==> config.mk <==
export PLATFORM = sky130hd
export DESIGN_NAME = mem_access_stage
export DESIGN_NICKNAME = d
export VERILOG_FILES = /design/src/rtl/mem_access_stage.sv
export SDC_FILE = /design/constraint.sdc
export NUM_CORES = 1
export LEC_CHECK = 0
export CORE_UTILIZATION = 45
export DETAILED_ROUTE_END_ITERATION = 6
export DONT_BUFFER_PORTS = 1
export SYNTH_ARGS = -nofsm -noshare
export SYNTH_HDL_FRONTEND = slang
export SYNTH_SLANG_ARGS = --single-unit
==> constraint.sdc <==
create_clock -name clk -period 1.5 [get_ports clk]
set_input_delay 0.375 -clock clk [delete_from_list [all_inputs] [get_ports clk]]
set_output_delay 0.375 -clock clk [all_outputs]
set_load 0.01 [all_outputs]
==> src/rtl/mem_access_stage.sv <==
// ---------------------------------------------------------------------------
// mem_access_stage
//
// MEM stage of the 16-bit pipelined CPU. Consumes the EX/MEM register outputs,
// performs loads/stores against data memory over a req/ack handshake with
// variable latency, stalls the upstream pipeline while an access is
// outstanding, and drives registered results toward the MEM/WB register.
//
// Optional feature macro: MEM_TIMEOUT_EN
//   When defined, a WAIT-cycle counter aborts an access that has gone
//   TIMEOUT_CYCLES cycles without mem_ack and pulses mem_err_out.
//   When undefined, WAIT is unbounded and mem_err_out is tied 0.
//
// Ports
//   clk, rst_n            clock (rising edge), asynchronous active-low reset
//   valid_in, flush_in    live instruction / kill current or incoming one
//   wbs_in, mm_in, wm_in  writeback enable, load select, store select
//   ni_in, wme_in         pass-through control flags
//   alu_result_in         ALU result, also the memory word address
//   mem_data_in           store data
//   reg_dest_in           destination register
//   stall_out             hold EX/MEM and earlier stages (combinational)
//   mem_req/we/addr/wdata memory request side
//   mem_rdata, mem_ack    memory response side
//   valid_out, wbs_out, ni_out, wme_out, wb_data_out, reg_dest_out
//                         registered results toward MEM/WB
//   mem_err_out           one-cycle pulse on a timeout abort
//
// Memory handshake: mem_req rises on the edge that enters WAIT and stays high,
// with mem_we/mem_addr/mem_wdata stable, until the edge on which mem_ack is
// sampled high. mem_ack is a one-cycle pulse, and mem_rdata is valid in that
// same cycle. An ack seen while no request is outstanding is ignored.
// ---------------------------------------------------------------------------
module mem_access_stage #(
    parameter int DATA_W         = 16,
    parameter int ADDR_W         = 16,
    parameter int TIMEOUT_CYCLES = 64
) (
    input  logic              clk,
    input  logic              rst_n,
    input  logic              valid_in,
    input  logic              flush_in,
    input  logic              wbs_in,
    input  logic              mm_in,
    input  logic              wm_in,
    input  logic              ni_in,
    input  logic              wme_in,
    input  logic [DATA_W-1:0] alu_result_in,
    input  logic [DATA_W-1:0] mem_data_in,
    input  logic [4:0]        reg_dest_in,
    output logic              stall_out,
    output logic              mem_req,
    output logic              mem_we,
    output logic [ADDR_W-1:0] mem_addr,
    output logic [DATA_W-1:0] mem_wdata,
    input  logic [DATA_W-1:0] mem_rdata,
    input  logic              mem_ack,
    output logic              valid_out,
    output logic              wbs_out,
    output logic              ni_out,
    output logic              wme_out,
    output logic [DATA_W-1:0] wb_data_out,
    output logic [4:0]        reg_dest_out,
    output logic              mem_err_out
);

    typedef enum logic [0:0] {
        S_IDLE = 1'b0,
        S_WAIT = 1'b1
    } state_t;

    state_t state;

    // Instruction context held while the access is outstanding.
    logic              kill;
    logic              mm_q;
    logic              wbs_q;
    logic              ni_q;
    logic              wme_q;
    logic [4:0]        dest_q;
    logic [DATA_W-1:0] alu_q;

    logic mem_op;
    logic timeout_hit;

    // A flushed instruction never starts an access.
    assign mem_op = valid_in & ~flush_in & (mm_in | wm_in);

    // In IDLE the stall covers the cycle that launches the access, so the
    // instruction stays in EX/MEM until the access completes. It drops on the
    // completing cycle (ack or abort) so upstream advances on that edge.
    assign stall_out = rst_n & ((state == S_IDLE) ? mem_op : ~(mem_ack | timeout_hit));

`ifdef MEM_TIMEOUT_EN
    localparam int CNT_RAW = $clog2(TIMEOUT_CYCLES + 1);
    localparam int CNT_W   = (CNT_RAW < 8) ? 8 : CNT_RAW;

    logic [CNT_W-1:0] wait_cnt;
    logic             err_q;

    // wait_cnt counts completed WAIT cycles, so it equals TIMEOUT_CYCLES-1
    // during the TIMEOUT_CYCLES-th WAIT cycle. An ack in that cycle wins.
    assign timeout_hit = (state == S_WAIT) & ~mem_ack &
                         (wait_cnt == CNT_W'(TIMEOUT_CYCLES - 1));

    always_ff @(posedge clk or negedge rst_n) begin
        if (!rst_n) begin
            wait_cnt <= '0;
            err_q    <= 1'b0;
        end else begin
            err_q <= timeout_hit;
            if (state == S_WAIT) begin
                wait_cnt <= wait_cnt + 1'b1;
            end else begin
                wait_cnt <= '0;
            end
        end
    end

    assign mem_err_out = err_q;
`else
    assign timeout_hit = 1'b0;
    assign mem_err_out = 1'b0;
`endif

    always_ff @(posedge clk or negedge rst_n) begin
        if (!rst_n) begin
            state        <= S_IDLE;
            kill         <= 1'b0;
            mm_q         <= 1'b0;
            wbs_q        <= 1'b0;
            ni_q         <= 1'b0;
            wme_q        <= 1'b0;
            dest_q       <= '0;
            alu_q        <= '0;
            mem_req      <= 1'b0;
            mem_we       <= 1'b0;
            mem_addr     <= '0;
            mem_wdata    <= '0;
            valid_out    <= 1'b0;
            wbs_out      <= 1'b0;
            ni_out       <= 1'b0;
            wme_out      <= 1'b0;
            wb_data_out  <= '0;
            reg_dest_out <= '0;
        end else begin
            // valid_out is a one-cycle pulse per retired instruction.
            valid_out <= 1'b0;

            case (state)
                S_IDLE: begin
                    if (valid_in && !flush_in) begin
                        if (mm_in || wm_in) begin
                            state     <= S_WAIT;
                            mem_req   <= 1'b1;
                            mem_we    <= wm_in;
                            mem_addr  <= alu_result_in[ADDR_W-1:0];
                            mem_wdata <= mem_data_in;
                            // mm together with wm is a store: keep the ALU result.
                            mm_q      <= mm_in & ~wm_in;
                            wbs_q     <= wbs_in;
                            ni_q      <= ni_in;
                            wme_q     <= wme_in;
                            dest_q    <= reg_dest_in;
                            alu_q     <= alu_result_in;
                            kill      <= 1'b0;
                        end else begin
                            valid_out    <= 1'b1;
                            wbs_out      <= wbs_in;
                            ni_out       <= ni_in;
                            wme_out      <= wme_in;
                            wb_data_out  <= alu_result_in;
                            reg_dest_out <= reg_dest_in;
                        end
                    end
                end

                S_WAIT: begin
                    // A flush cannot cancel the handshake; it only turns the
                    // eventual result into a bubble.
                    if (flush_in) begin
                        kill <= 1'b1;
                    end

                    if (mem_ack) begin
                        state   <= S_IDLE;
                        mem_req <= 1'b0;
                        kill    <= 1'b0;
                        if (!(kill || flush_in)) begin
                            valid_out    <= 1'b1;
                            wbs_out      <= wbs_q;
                            ni_out       <= ni_q;
                            wme_out      <= wme_q;
                            wb_data_out  <= mm_q ? mem_rdata : alu_q;
                            reg_dest_out <= dest_q;
                        end
                    end else if (timeout_hit) begin
                        state   <= S_IDLE;
                        mem_req <= 1'b0;
                        kill    <= 1'b0;
                    end
                end

                default: begin
                    state <= S_IDLE;
                end
            endcase
        end
    end

endmodule

==> results.md <==
* Chip width at 88.95 um
* Logic pwr share at 0.226
* CP startpoint kind: flop
* Final Cycle Share at 1.138
* Final net count at 308
* Tightest Hold Check Type: in -> async
* CP max-delay cell: dfrtp_2
* Fraction of final layout cells sized beyond drive strength 1 at 0.4640
* Fin util at 0.5422
* # IOs at 124
* Total gr overflow at 0
* Arr. time, crit path at 1.33 ns
* Yosys cell types at 24
* DR WL/cell at 19.95 um
* Setup Viol. Count Final at 65
* Post-DRT Antenna Nets at 0
* Worst-Skew Late Latency at 0.34 ns
* Row cnt at 31
* Total GRT Usage at 0.1726
* Run status: complete, but fails checks
* Yosys warns at 0
* Routability cong. at 0.6960
* Routed wire length at 6964 um
* CTS tree: built
* ANT cells at 0
* Initial core utilization at 0.4665
* Leak at 0.001803 uW
* R2R depth at 6
* Clk sinks at 70
* Max Slew Vio Count at 0
* Tmin final at 1.706 ns
* RSZ-0062 raised after global routing: true
* Inst Count DP at 322
* Max incr delay on CP at 0.44 ns
* CTS Buf Count at 9
* Max-cap check violation count at 0
* Largest net degree at the start of global routing at 72
* CTS clk-pin slew, worst paths at 0.07 ns
* Post-Layout Cell Count at 349
* Detailed placement HPWL at 4373 um
* Setup TNS at -5.725 ns
* R2R setup slack at -0.15 ns
* Initial antenna violation count at 0
* Net Count, Synth at 290
* Final clock skew at 0.003854 ns
* Sw frac at 0.2898
* Number of global-route vias before repair at 1,841
* Final critical-path setup slack at -0.2065 ns
* Total power at 6257 uW
* Root Driver: clkbuf_8
* Synth Instances at 227
* Worst IR Drop VDD at 0.9819 mV
* Critical Path Sink Type: primary output
* Port Buf Inserts at 0
* Mapped Area at 3402 sq um
* Die footprint at 7912 sq um
* Pint at 4444 uW
* Critical Path RT at 1.12 ns
* WP depth at 3
* CP Class: reg -> out
* Seq/Total Area, Yosys at 0.5149
* Sequential power share at 0.506
* Clock power frac at 0.268
* Via count at 1,874
* WHS at -0.2760 ns
* Core area at 7292 sq um
* Maximum clock insertion buffer count at 2
* Crit path max-delay family: flip-flops
* Net Sw Power at 1813 uW
* Register bit total from synthesis at 70
* Commonest non-fill, non-tap cell in the layout: dfrtp_1
* Most frequent cells in the layout: dfrtp_1, mux2_4, a21oi_1
* DR pass1 iterations at 4
* FMAX at 0.5860 GHz
* CP bufs+invs at 0
* DR vias/cell at 5.370
* Die height at 88.95 um
* Final hold vios at 70
* DR DRC count at 0
* DRT iter0 DRCs at 55
* First-pass GRT wire length at 9956 um
* CP max FO at 3
* # fillers at 644
* Critical-path cell list: nor3b_4, and2b_2, o21a_1
* Violated checks: negative hold slack, negative setup slack
* Synth Area per Inst at 14.99 sq um
* Depth of the CTS H-tree at 3
* PD cells at 1583 nW/um^2
* Area grow syn2layout at 16.22%
## kinds of logic after synthesis
logic type,count (synthesis),synth area share
AND/OR/NAND/NOR,24,0.03384
buffers and inverters,18,0.05737
flip-flops,70,0.5149
AO/OA/AOI/OAI,26,0.04450
multiplexers,88,0.3483
other,1,0.001102
## through the flow
step,hold slack (ns),area (sq um),setup slack [ns]
global placement,0.08082,3492,-0.01374
CTS,-0.2980,3832,-0.2140
finish,-0.2760,3954,-0.2065
floorplan,0.07941,3402,-0.1950
detailed placement,0.08090,3492,-0.07115
global route,-0.3051,3954,-0.2657
## routing by layer
layer	track usage	part of all wire	wire (um)	vias up
li1	-	-	-	830
met5	0	0	0	-
met1	0.2200	0.43	2987	971
met3	0.07202	0.073	508	7
met2	0.2685	0.49	3378	66
met4	0.05483	0.013	89	0
## Yosys cell counts, drive strengths merged
library cell / count / area share
or2: 1 / 0.0018
clkbuf: 3 / 0.0033
mux2: 72 / 0.30
dfrtp: 70 / 0.51
buf: 13 / 0.052
a32o: 1 / 0.0033
o21a: 3 / 0.0066
inv: 2 / 0.0022
conb: 1 / 0.0011
nor2b: 1 / 0.0018
mux2i: 16 / 0.047
nand2: 1 / 0.0011
o31a: 1 / 0.0026
nor3b: 1 / 0.0055
o21ai: 1 / 0.0015
a21oi: 19 / 0.028
and2b: 1 / 0.0022
nor2: 18 / 0.020
nor3: 1 / 0.0015
a22o: 1 / 0.0026
## state kept, by name (all words and copies together) (netlist names)
name	flops
wbs_out	1
wme_q	1
state	1
mem_req	1
wbs_q	1
mem_we	1
ni_q	1
alu_q	16
ni_out	1
kill	1
dest_q	5
wb_data_out	16
reg_dest_out	5
mm_q	1
mem_wdata	16
valid_out	1
wme_out	1
## layout make-up
cell class	count	area, sq um	area share
Sequential cell	70	1753	0.4434
Multi-Input combinational cell	139	1475	0.3731
Timing Repair Buffer	23	371.6	0.09399
Clock buffer	10	137.6	0.03481
Tap cell	99	123.9	0.03133
Clock inverter	6	85.08	0.02152
Inverter	2	7.507	0.001899
## power groups by stage
stage	Combinational, uW	Clock, uW	Sequential (uW)
after global routing	1530	1800	3240
after CTS	1380	1730	3180
final	1410	1670	3170
after detailed placement	1300	0	3200
after floorplan	1170	0	3030
after global placement	1260	0	3190
## timing repair
item,CTS,global route
resized for setup,8,5
pin swaps,1,1
cloned,2,3
endpoints found under the setup margin,58,65
hold endpoints to repair,70,70
buffers inserted,3,4
## path summary, 6_finish.rpt
kind	startpoint	to
min	rst_n	mem_wdata[9]
max in group asynchronous	rst_n	state
min reg2reg	dest_q[4]	dest_q[4]
max	state	stall_out
max reg2reg	state	mem_wdata[0]
min in group clk	wm_in	mm_q
Note: power is estimated with default switching activity, not from simulation.
